===== config.mk =====
export PLATFORM = sky130hd
export DESIGN_NAME = pwm_generator_flat
export DESIGN_NICKNAME = d
export VERILOG_FILES = /design/src/rtl/pwm_if.sv /design/src/rtl/pwm_generator.sv /design/src/flat_wrapper.sv
export SDC_FILE = /design/constraint.sdc
export NUM_CORES = 1
export LEC_CHECK = 0
export ABC_AREA = 1
export CAP_MARGIN = 20
export CORE_MARGIN = 2
export CORE_UTILIZATION = 41
export DETAILED_ROUTE_END_ITERATION = 7
export GPL_TIMING_DRIVEN = 0
export PLACE_DENSITY = 0.67
export SETUP_SLACK_MARGIN = 0.4
export SYNTH_ARGS = -nofsm -noshare
export SYNTH_HDL_FRONTEND = slang
export SYNTH_SLANG_ARGS = --single-unit

===== constraint.sdc =====
create_clock -name clock -period 2.95 [get_ports clock]
set_input_delay 0.885 -clock clock [delete_from_list [all_inputs] [get_ports clock]]
set_output_delay 0.885 -clock clock [all_outputs]
set_load 0.03 [all_outputs]

===== src/rtl/pwm_if.sv =====
// Control-side bundle between the PWM control block and the PWM generator.
// master: the control block, which issues ratio/direction requests.
// slave: the generator, which returns completion, the waveform and the applied direction.
interface pwm_if;
   logic       pwm_enable;
   logic [7:0] pwm_ratio;
   logic       pwm_direction;
   logic       pwm_update;
   logic       pwm_done;
   logic       pwm_out;
   logic       pwm_dir_out;

   modport master (
      output pwm_enable, pwm_ratio, pwm_direction, pwm_update,
      input  pwm_done, pwm_out, pwm_dir_out
   );

   modport slave (
      input  pwm_enable, pwm_ratio, pwm_direction, pwm_update,
      output pwm_done, pwm_out, pwm_dir_out
   );
endinterface


===== src/rtl/pwm_generator.sv =====
// Motor PWM generator. The duty is 8 bits out of 255, and one PWM period is CLK_DIV*255 clocks.
// Requested ratio changes take effect only at period boundaries, limited to RAMP_STEP per boundary.
// A direction reversal with nonzero drive first coasts for DEAD_PERIODS full periods.
//
// state | meaning
// ------+---------------------------------------------------------------
// IDLE  | disabled; counters and applied ratio held at 0, output low
// RUN   | waveform active; pending requests applied at each boundary
// DEAD  | coasting after reversal; output low, dead_cnt counts boundaries
module pwm_generator #(
   parameter int unsigned CLK_DIV      = 20,
   parameter int unsigned DEAD_PERIODS = 2,
   parameter int unsigned RAMP_STEP    = 8
) (
   input  logic  clock,
   input  logic  reset,
   pwm_if.slave  pwm
);

   typedef enum logic [1:0] {IDLE, RUN, DEAD} state_t;

   localparam logic [15:0] TICK_LAST = 16'(CLK_DIV - 1);
   localparam logic [3:0]  DEAD_INIT = 4'(DEAD_PERIODS);
   localparam logic [8:0]  STEP      = 9'(RAMP_STEP);

   state_t      state;
   logic [15:0] tick_cnt;
   logic [7:0]  pcnt;
   logic [7:0]  active_ratio;
   logic        active_dir;
   logic [7:0]  pending_ratio;
   logic        pending_dir;
   logic        pending;
   logic [3:0]  dead_cnt;

   logic        tick;
   logic        boundary;
   logic [8:0]  ramp_up;
   logic [8:0]  ramp_dn_floor;
   logic [7:0]  stepped;

   assign tick     = (tick_cnt == TICK_LAST);
   assign boundary = tick && (pcnt == 8'd254);

   // One ramp step from the applied ratio toward the pending target, clamped at the target.
   // The 9-bit sums keep the comparisons from wrapping at either end of the 0..255 range.
   always_comb begin
      ramp_up       = {1'b0, active_ratio} + STEP;
      ramp_dn_floor = {1'b0, pending_ratio} + STEP;
      stepped       = pending_ratio;
      if (pending_ratio > active_ratio) begin
         if (ramp_up < {1'b0, pending_ratio}) begin
            stepped = ramp_up[7:0];
         end
      end else if ({1'b0, active_ratio} > ramp_dn_floor) begin
         stepped = active_ratio - STEP[7:0];
      end
   end

   // Sequencing FSM with the prescaler, the period counter, update capture and registered outputs.
   always_ff @(posedge clock or posedge reset) begin
      if (reset) begin
         state           <= IDLE;
         tick_cnt        <= '0;
         pcnt            <= '0;
         active_ratio    <= '0;
         active_dir      <= 1'b0;
         pending_ratio   <= '0;
         pending_dir     <= 1'b0;
         pending         <= 1'b0;
         dead_cnt        <= '0;
         pwm.pwm_done    <= 1'b0;
         pwm.pwm_out     <= 1'b0;
         pwm.pwm_dir_out <= 1'b0;
      end else begin
         pwm.pwm_done    <= 1'b0;
         pwm.pwm_out     <= (state == RUN) && (pcnt < active_ratio);
         pwm.pwm_dir_out <= active_dir;

         if (!pwm.pwm_enable) begin
            state        <= IDLE;
            tick_cnt     <= '0;
            pcnt         <= '0;
            active_ratio <= '0;
         end else if (state == IDLE) begin
            state    <= RUN;
            tick_cnt <= '0;
            pcnt     <= '0;
         end else begin
            if (tick) begin
               tick_cnt <= '0;
               pcnt     <= (pcnt == 8'd254) ? 8'd0 : pcnt + 8'd1;
            end else begin
               tick_cnt <= tick_cnt + 16'd1;
            end

            if (boundary) begin
               if (state == DEAD) begin
                  dead_cnt <= dead_cnt - 4'd1;
                  if (dead_cnt == 4'd1) begin
                     state      <= RUN;
                     active_dir <= pending_dir;
                  end
               end else if (pending) begin
                  if ((pending_dir != active_dir) && (active_ratio != 8'd0)) begin
                     active_ratio <= '0;
                     dead_cnt     <= DEAD_INIT;
                     state        <= DEAD;
                  end else begin
                     active_dir   <= pending_dir;
                     active_ratio <= stepped;
                     if (stepped == pending_ratio) begin
                        pending      <= 1'b0;
                        pwm.pwm_done <= 1'b1;
                     end
                  end
               end
            end
         end

         // A fresh request wins over a completion clear on the same edge.
         if (pwm.pwm_update) begin
            pending       <= 1'b1;
            pending_ratio <= pwm.pwm_ratio;
            pending_dir   <= pwm.pwm_direction;
         end
      end
   end

endmodule


===== src/flat_wrapper.sv =====
// flat-port wrapper written by rule: the top's interface ports become plain ports
module pwm_generator_flat 
#(
   parameter int unsigned CLK_DIV      = 20,
   parameter int unsigned DEAD_PERIODS = 2,
   parameter int unsigned RAMP_STEP    = 8
)
  (clock, reset, pwm_pwm_enable, pwm_pwm_ratio, pwm_pwm_direction, pwm_pwm_update, pwm_pwm_done, pwm_pwm_out, pwm_pwm_dir_out);
  pwm_if pwm_i ();
  input  logic clock;
  input  logic reset;
  input wire logic [$bits(pwm_i.pwm_enable)-1:0] pwm_pwm_enable;
  input wire logic [$bits(pwm_i.pwm_ratio)-1:0] pwm_pwm_ratio;
  input wire logic [$bits(pwm_i.pwm_direction)-1:0] pwm_pwm_direction;
  input wire logic [$bits(pwm_i.pwm_update)-1:0] pwm_pwm_update;
  output wire logic [$bits(pwm_i.pwm_done)-1:0] pwm_pwm_done;
  output wire logic [$bits(pwm_i.pwm_out)-1:0] pwm_pwm_out;
  output wire logic [$bits(pwm_i.pwm_dir_out)-1:0] pwm_pwm_dir_out;
  assign pwm_i.pwm_enable = pwm_pwm_enable;
  assign pwm_i.pwm_ratio = pwm_pwm_ratio;
  assign pwm_i.pwm_direction = pwm_pwm_direction;
  assign pwm_i.pwm_update = pwm_pwm_update;
  assign pwm_pwm_done = pwm_i.pwm_done;
  assign pwm_pwm_out = pwm_i.pwm_out;
  assign pwm_pwm_dir_out = pwm_i.pwm_dir_out;
  pwm_generator #(.CLK_DIV(CLK_DIV), .DEAD_PERIODS(DEAD_PERIODS), .RAMP_STEP(RAMP_STEP)) u_core (.clock(clock), .reset(reset), .pwm(pwm_i));
endmodule

==> metrics, run 1 <==
Synth Warn # 0; max cap viols 0; Tcrit/Tclk final 0.9528; Pre-antenna DRT Iters 5; worst-skew pair later-pin latency around 0.31 ns; main combinational cell family by area after synthesis simple AND/OR/NAND/NOR gates; core area around 0.0092 mm2; pre-CTS WS -0.1681 ns; syn nets 570; Synth top area share 0.3385; Sink Count between 50 and 60; Tot GR Track Use 0.2141; Fin. Hold Viols 0; final setup margin around 0.14 ns; Synth Area per Inst roughly 7.4 um2; Root Driver clkbuf_8; Simple-Gate Fraction of Synth Area 0.3262; GP Congestion just under 1; worst path arrival time approximately 3.0 ns; VDD IR max ~0.24 mV; GR Overflow Total 0; share of cells above drive strength 1 0.2160; Setup violations, final 0; starting density of the core 0.4200; most frequent cell after synthesis nand2_1; Routed WL per cell between 15 and 20 um; P_leak about 2.3 nW; top post-synthesis cells by count nand2_1 (116), inv_1 (68), nand3_1 (67); number of H-tree levels 2; FF-to-FF path depth 18; hold buffers post-CTS 0; Slew Viols, Final 0; Post-Synth Adder-Cell Area 0.1172; Main synth FF type dfrtp_1; n_diodes 0; Tmin final 2.811 ns; CP Max Fanout 8; FFs w/ async S/R, synth 1.000; Slew headroom 0.6558; input/output buffers 14; placed insts ~650; XOR/XNOR share of the synthesized area 0.02734; area grow syn2layout 27.05%; Worst-path clk slew roughly 0.1 ns; Area contributors post-synth dfrtp_1 (34%), ha_1 (12%), nand2_1 (11%), nand3_1 (8.7%), inv_1 (6.6%); Antenna Nets Post-Route 0; largest net degree at the start of global routing 32; cell count after synthesis about 520; hpwl dp approximately 7300 um; Remaining DRCs 0; CP Data Required Time 3.15 ns; die area roughly 0.010 mm2; first-pass GRT wire length between 15,000 and 20,000 um; I/O pin count 16; Synth Area in Compound Gates 0.1084; row cnt 35; TritonCTS Buffers 5; Vias approximately 3.8k; die span in y a little over 100 um; number of synthesized register bits 52; post-synthesis sequential area ratio 0.3385; Hold Path Class register to register; Worst Setup Start Kind register; Syn Std Cell Area 0.003844 mm2; flop2flop setup slack between 0.1 and 0.15 ns; fmax 355.8 MHz; vias in the first global route between 3k and 4k; critical path capture point type register; kind of critical path register to register; Slew @ Worst Pin roughly 0.52 ns; first-iteration detailed-routing DRC count roughly 280; RSZ-0062 raised after global routing true; fin nets between 600 and 700; Synth cell types between 40 and 50; Post-synth EDFFs 0; drt via density about 5.5; Hold Path Depth 0; final WL between 10,000 and 15,000 um; CTS tree yes; clk buf depth 2; chip width between 100 and 150 um; Setup Skew a little under 0.01 ns; Non-Filler Instances between 600 and 700; total power about 1.8 mW; initial antenna violation count 0; post-synth top area cell dfrtp_1; PD cells between 300 and 400 mW/mm2; mux contribution to synthesized area 0.002930; outcome finished clean
-- cell type report --
cell class | instances | area (um2)
Tap cell | 111 | 138.9
Inverter | 70 | 274.0
Clock inverter | 3 | 18.77
Multi-Input combinational cell | 393 | 2560
Fill cell | 859 | 4269
Timing Repair Buffer | 44 | 457.9
Sequential cell | 52 | 1309
Buffer | 7 | 56.30
Clock buffer | 5 | 68.82
-- flip-flops by register name, indices dropped and copies added, names as in the netlist --
signal                  cells
u_core.active_dir           1
u_core.active_ratio         8
u_core.dead_cnt             4
u_core.pcnt                 8
u_core.pending              1
u_core.pending_dir          1
u_core.pending_ratio        8
u_core.pwm.pwm_dir_out      1
u_core.pwm.pwm_done         1
u_core.pwm.pwm_out          1
u_core.state                2
u_core.tick_cnt            16
-- layout by cell type (no fill, tap or decap), types with 12 or more instances in the layout --
cell               n
nand3_1           53
o21ai_0           27
nand2_1          106
nand2_2           13
a21oi_1           22
nor3_1            12
dfrtp_1           46
inv_1             58
nand3_2           15
ha_1              29
buf_4             23
nor2_1            31
clkdlybuf4s50_1   13
-- repair_timing --
item,4_1_cts,5_1_grt
gates cloned,1,1
setup endpoints to repair,10,11
resized for setup,58,22
pin swaps,26,16
buffers inserted,27,1
-- power breakdown --
group          switching (mW)  total [mW]  internal [mW]
sequential             0.0469       0.798          0.751
clock                   0.248       0.414          0.166
combinational           0.380       0.603          0.222
total                   0.675        1.81           1.14
-- metrics by stage --
step	utilization	area [um2]	TNS, ns	hold WS (ns)
2_1_floorplan	-	3882	0	0.3927
3_3_place_gp	0.4547	4161	-11.85	0.4314
3_5_place_dp	0.4569	4182	-0.2901	0.4271
4_1_cts	0.5228	4785	0	0.4580
5_1_grt	0.5336	4883	0	0.4844
6_report	0.5336	4883	0	0.4512
-- worst max-delay path, cell delays in order, from the launching register on --
cell      delay (ns)
dfrtp_2         0.46
ha_4            0.17
nand3_2         0.08
xor2_1          0.15
ha_1            0.32
inv_2           0.05
nor2_4          0.15
nand4_1         0.17
nand3_4         0.24
nand2_8         0.09
buf_4           0.15
nand2_1         0.05
nand2_1         0.04
nand2_1         0.09
nand3_1         0.09
nand2_1         0.10
nand3_2         0.09
o21bai_1        0.14
nand2_1         0.06
-- cells by family after synthesis --
family | count (synthesis)
muxes | 1
DFF | 52
buffers and inverters | 77
AOI/OAI and AO/OA | 75
adders and majority gates | 36
and+or+nand+nor | 268
xor gates and xnor gates | 12
-- path summary, 6_finish.rpt --
path | from | to
worst max-delay path | u_core.pending_ratio[3] | u_core.pending
worst min-delay path | u_core.active_dir | u_core.pwm.pwm_dir_out
worst max register to register | u_core.pending_ratio[3] | u_core.pending
worst min register to register | u_core.active_dir | u_core.pwm.pwm_dir_out
max in group asynchronous | reset | u_core.pcnt[6]
min in group asynchronous | reset | u_core.pending_ratio[1]
-- per-layer routing --
metal / GRT usage / routed length (um) / vias up
met5: 0 / 0 / -
met4: 0.08219 / 353 / 0
met3: 0.03814 / 590 / 34
met2: 0.3472 / 4935 / 119
met1: 0.2848 / 4605 / 1785
li1: - / - / 1839
Power figures use the tool's default switching activity.
==> run 2, diff against run 1 <==
--- a/config.mk
+++ b/config.mk
@@ -6,11 +6,14 @@
 export NUM_CORES = 1
 export LEC_CHECK = 0
 export ABC_AREA = 1
+export ABC_CLOCK_PERIOD_IN_PS = 2950
 export CAP_MARGIN = 20
+export CORE_ASPECT_RATIO = 1.75
 export CORE_MARGIN = 2
 export CORE_UTILIZATION = 41
 export DETAILED_ROUTE_END_ITERATION = 7
 export GPL_TIMING_DRIVEN = 0
+export MAX_ROUTING_LAYER = met4
 export PLACE_DENSITY = 0.67
 export SETUP_SLACK_MARGIN = 0.4
 export SYNTH_ARGS = -nofsm -noshare
==> run 2 against run 1 <==
Clock skew fell by 0.00052 ns. First-iteration DRC count rose by 26%. Critical path type unchanged. Combinational power rose by 0.8%.
==> metrics, run 2 (synthesized netlist as in run 1, its figures left out) <==
outcome finished clean; number of H-tree levels 2; Routed WL per cell ~16 um; final WL about 11,000 um; core area a little over 0.009 mm2; row cnt 46; first-pass GRT wire length 18,260 um; fmax between 300 and 400 MHz; Hold Path Class register to register; Final Cell Area between 0.004 and 0.005 mm2; Fin. Hold Viols 0; Slew Viols, Final 0; vias in the first global route 3,826; GR Overflow Total 0; drt via density around 5.4; max FFs per register 16; initial antenna violation count 0; max cap viols 0; Placed Area 0.004193 mm2; CP Max Fanout 7; cell chain of the critical path ha_4 > nand3_2 > xor2_1 > ha_1 > inv_2 > nor2_4 > nand4_1 > nand3_4 > nand2_4 > nand2_2 > nand3_1 > nand3_2 > nand2_1 > nor2_1 > nand3_1 > o21bai_1 > nand2_1; largest net degree at the start of global routing 37; Slew @ Worst Pin approximately 0.53 ns; Slowest-stage cell, CP dfrtp_2; RSZ-0062 raised after global routing true; Antenna Nets Post-Route 0; TritonCTS Buffers 5; chip width about 77 um; I/O pin count 16; GP Congestion ~1; total power 2.113 mW; Largest Register u_core.tick_cnt; final setup margin between 0.1 and 0.15 ns; CTS tree yes; worst-skew pair later-pin latency ~0.3 ns; Setup violations, final 0; PD cells approximately 430 mW/mm2; fillcell total slightly below 900; worst path arrival time 3.00 ns; critical path capture point type register; n_diodes 0; Vias ~3.8k; starting density of the core 0.4227; Setup Skew about 0.0092 ns; clk buf depth 2; fin nets roughly 630; Remaining DRCs 0; hpwl dp about 8000 um; die span in y ~130 um; die area roughly 0.010 mm2; Tmin final between 2 and 3 ns; Tot GR Track Use 0.2337; P_leak roughly 2.3 nW; Sink Count 52; input/output buffers 14; area grow syn2layout 29.13%; Pre-antenna DRT Iters 6; share of cells above drive strength 1 0.2103; most common cell after layout, fill and taps aside nand2_1; pre-CTS WS -0.3033 ns; CP Data Required Time roughly 3.1 ns; CP peak stage delay about 0.47 ns; Buf+Inv Stages, Crit Path 1; Worst Setup Start Kind register; setup TNS 0 ns; Slew headroom 0.6442; VDD IR max just under 0.5 mV; Largest delay share family, worst path simple AND/OR/NAND/NOR gates; multi-input logic area approximately 0.0025 mm2; Worst-path clk slew about 0.070 ns; Tcrit/Tclk final 0.9527; kind of critical path register to register; Root Driver clkbuf_16; first-iteration detailed-routing DRC count between 300 and 400; most frequent cells in the layout nand2_1 (108), inv_1 (58), nand3_1 (56); Reg area between 0.001 and 0.0015 mm2
==> run 2: cell count changes in the layout (fill, tap and decap cells not counted), moves of 3 or more <==
cell       previous run  this run
clkbuf_16             0         5
buf_12                5         2
clkbuf_8              5         1
nor2_1               31        34
buf_4                23        32
nand3_1              53        56
nand3_2              15        10
nor2_2                6         3
==> run 2: final cells by class <==
class                           count  share of cell area
Tap cell                          120             0.03025
Buffer                              7             0.01059
Inverter                           70             0.05470
Clock buffer                        6             0.02798
Sequential cell                    52              0.2637
Timing Repair Buffer               49             0.09176
Clock inverter                      2            0.007814
Multi-Input combinational cell    394              0.5132
==> run 2: worst paths after layout <==
path | startpoint | end | slack (ns) | cells past startpoint
max | u_core.pending_ratio[3] | u_core.pending | 0.14 | 17
min | u_core.active_dir | u_core.pwm.pwm_dir_out | 0.44 | 0
max reg2reg | u_core.pending_ratio[3] | u_core.pending | 0.14 | 17
min reg2reg | u_core.active_dir | u_core.pwm.pwm_dir_out | 0.44 | 0
max in group asynchronous | reset | u_core.active_ratio[4] | 1.51 | 3
min in group asynchronous | reset | u_core.pwm.pwm_dir_out | 0.88 | 2
==> run 2: report_power, final <==
part	internal, mW	switching, mW	total (mW)
registers	0.752	0.0565	0.808
clock network	0.425	0.271	0.697
logic	0.226	0.382	0.608
==> run 2: per-stage QoR <==
stage          hold slack, ns  utilization  cells
4_1_cts                0.4382       0.5340    695
3_5_place_dp           0.4204       0.4611    656
6_report               0.4398       0.5458    700
2_1_floorplan          0.3927            -    521
3_3_place_gp           0.4206       0.4589    655
5_1_grt                0.4650       0.5458    700
==> run 2: worst reg2reg max path, delay by kind of cell, from the launching register on <==
kind,cells,cell delay (ns)
AOI/OAI and AO/OA,1,0.14
DFF,1,0.47
adders and majority gates,2,0.52
buffers and inverters,1,0.06
xor gates and xnor gates,1,0.16
and+or+nand+nor,12,1.37
==> run 2: timing repair <==
item | in CTS | in global routing
setup endpoints to repair | 10 | 12
setup buffers | 28 | 5
cloned | 3 | 0
resized for setup | 49 | 23
hold buffers | 0 | 0
pin swaps | 23 | 17
==> run 2: routing by layer <==
layer  part of all wire  track usage  vias up
li1                   -            -     1855
met5                  0            -        -
met3              0.032      0.03219       61
met4              0.076       0.1567        0
met2               0.54       0.4280      124
met1               0.35       0.2203     1773
==> run 3, diff against run 2 <==
--- a/config.mk
+++ b/config.mk
@@ -7,10 +7,10 @@
 export LEC_CHECK = 0
 export ABC_AREA = 1
 export ABC_CLOCK_PERIOD_IN_PS = 2950
-export CAP_MARGIN = 20
 export CORE_ASPECT_RATIO = 1.75
 export CORE_MARGIN = 2
 export CORE_UTILIZATION = 41
+export CTS_BUF_LIST = sky130_fd_sc_hd__clkbuf_16
 export DETAILED_ROUTE_END_ITERATION = 7
 export GPL_TIMING_DRIVEN = 0
 export MAX_ROUTING_LAYER = met4
==> run 3 against run 2 <==
Register-to-register slack is essentially flat. Via count grew 0.31%. Clock power shrank 4.0%. Sequential power is essentially flat. Largest cell class unchanged. Combinational power is essentially flat. Global-route usage is the same. Flip-flop and latch count is the same. Critical path depth grew 2. Critical endpoint unchanged. Clock-buffer cell count shrank 1. Die area is the same.
==> metrics, run 3 (synthesized netlist as in run 1, its figures left out) <==
outcome finished clean; drt via density 5.464; Tmin final about 2.8 ns; Hold EP u_core.pwm.pwm_dir_out; total power between 2 and 2.5 mW; I/O pin count 16; cell chain of the critical path ha_4 > nand3_4 > xor2_2 > inv_2 > ha_4 > buf_4 > nand3_4 > nand2_4 > nor2_8 > nand2_4 > buf_16 > nand2_1 > nand3_1 > nand3_2 > nand2_1 > nor2_1 > nand3_1 > o21bai_1 > nand2_1; Fin Hold WS 0.4400 ns; most common cell after layout, fill and taps aside nand2_1; worst hold start u_core.active_dir; Slew Viols, Final 0; clock share of power 0.321; fillcell total 869; Fin. Hold Viols 0; vias in the first global route ~3.8k; Sequential Power Share 0.388; max FFs per register 16; initial antenna violation count 0; TritonCTS Buffers 5; VDD IR max about 0.48 mV; chip width slightly below 80 um; Sink Count 52; most frequent CP cell nand2_1; Vias 3,825; highest metal used met4; n_diodes 0; metal2 WL around 6000 um; Internal ~1.4 mW; die area between 0.01 and 0.015 mm2; worst-skew pair later-pin latency around 0.30 ns; Met1 Routed Length around 4000 um; die span in y around 130 um; clk buf depth 2; CP Data Required Time around 3.2 ns; area grow syn2layout 28.87%; Hold Path Depth 0; Tcrit/Tclk final 0.9535; critical path capture point type register; Net Switching slightly above 700 uW; row cnt 46; fmax 355.5 MHz; CTS tree yes; Hold Path Class register to register; fin util 0.5447; GR Overflow Total 0; P_leak between 2 and 2.5 nW; Antenna Nets Post-Route 0; reg-to-reg startpoint u_core.active_ratio[3]; final WL around 11,000 um; Setup Skew 0.01163 ns; FF-to-FF path depth 19; Comb power frac 0.291; Reg area 0.001309 mm2; CP peak stage delay roughly 0.48 ns; first-iteration detailed-routing DRC count about 360; starting density of the core 0.4227; GP Congestion about 1; Worst Setup Start Kind register; Pre-antenna DRT Iters 4; Slew headroom 0.6436; flop2flop setup slack about 0.14 ns; Slew @ Worst Pin approximately 0.53 ns; max cap viols 0; largest net degree at the start of global routing 37; most frequent cells in the layout nand2_1 (108), inv_1 (58), nand3_1 (56); Largest Register u_core.tick_cnt; Routed WL per cell 16.35 um; Tot GR Track Use 0.2337; number of H-tree levels 2; Setup violations, final 0; multi-input logic area around 0.0025 mm2; setup TNS 0 ns; switching fraction of total power 0.3390; Slowest-stage cell, CP dfrtp_2; input/output buffers 14; share of cells above drive strength 1 0.2086; hpwl dp between 8000 and 9000 um; worst path arrival time about 3 ns; Worst-path clk slew 0.08 ns; first-pass GRT wire length ~18,000 um; Root Driver clkbuf_16; PD cells ~420 mW/mm2; core area approximately 0.0091 mm2; RSZ-0062 raised after global routing true; fin nets 628; FF-to-FF End u_core.pending; met3 wire length approximately 410 um; CP Max Fanout 5; kind of critical path register to register; Remaining DRCs 0
run 3: changes by cell type in the layout (fill, tap and decap cells not counted), sizes merged:
cell / change
clkbuf: -1
clkinv: +1
run 3: power groups by stage:
| stage | combinational [mW] | clock [mW] | sequential (mW) |
|---|---|---|---|
| CTS | 0.576 | 0.692 | 0.805 |
| global route | 0.676 | 0.712 | 0.812 |
| global placement | 0.475 | 0 | 0.817 |
| finish | 0.607 | 0.669 | 0.808 |
| floorplan | 0.357 | 0 | 0.797 |
| detailed placement | 0.487 | 0 | 0.820 |
run 3: through the flow:
step | instance area, um2 | setup slack [ns] | instances
2_1_floorplan | 3882 | 0.4036 | 521
3_3_place_gp | 4173 | -0.3475 | 655
3_5_place_dp | 4193 | -0.3033 | 656
4_1_cts | 4846 | 0.2226 | 695
5_1_grt | 4954 | 0.003737 | 700
6_report | 4954 | 0.1373 | 700
run 3: repair_timing:
action                                  4_1_cts  5_1_grt
gates cloned                                  3        0
pin swaps                                    23       17
buffers inserted                             28        5
hold endpoints to repair                      0        0
endpoints found under the setup margin       10       12
resized for setup                            49       23
hold buffers                                  0        0
run 3: routing by layer:
metal,track usage,vias to the layer above
li1,-,1856
met1,0.2212,1775
met2,0.4271,129
met3,0.03219,65
met4,0.1567,0
met5,-,-
run 3: layout make-up:
| type | count | share of cell area |
|---|---|---|
| clock inverters | 3 | 0.008588 |
| plain buffers | 7 | 0.01061 |
| multi-input cells | 394 | 0.5143 |
| well taps | 120 | 0.03031 |
| inverters | 70 | 0.05481 |
| repair buffers | 49 | 0.09194 |
| flip-flops and latches | 52 | 0.2642 |
| clock buffers | 5 | 0.02526 |
run 3: critical path, delay by kind of cell, from the launching register on:
| kind | cells | cell delay, ns |
|---|---|---|
| compound gates | 1 | 0.14 |
| xor+xnor | 1 | 0.21 |
| fa+ha+maj | 2 | 0.46 |
| buf+inv | 3 | 0.37 |
| flops | 1 | 0.48 |
| simple gates | 12 | 1.05 |
run 3: worst max-delay path by stage:
stage,start,end,slack (ns),depth (start not counted)
3_5_place_dp,u_core.pending_ratio[4],u_core.pwm.pwm_done,-0.30,16
6_report,u_core.active_ratio[3],u_core.pending,0.14,19
2_1_floorplan,u_core.active_ratio[3],u_core.pending,0.40,19
3_3_place_gp,reset,u_core.active_ratio[3],-0.35,2
5_1_grt,u_core.pending_ratio[4],u_core.pending,0.004,19
4_1_cts,u_core.pending_ratio[4],u_core.pending,0.22,18
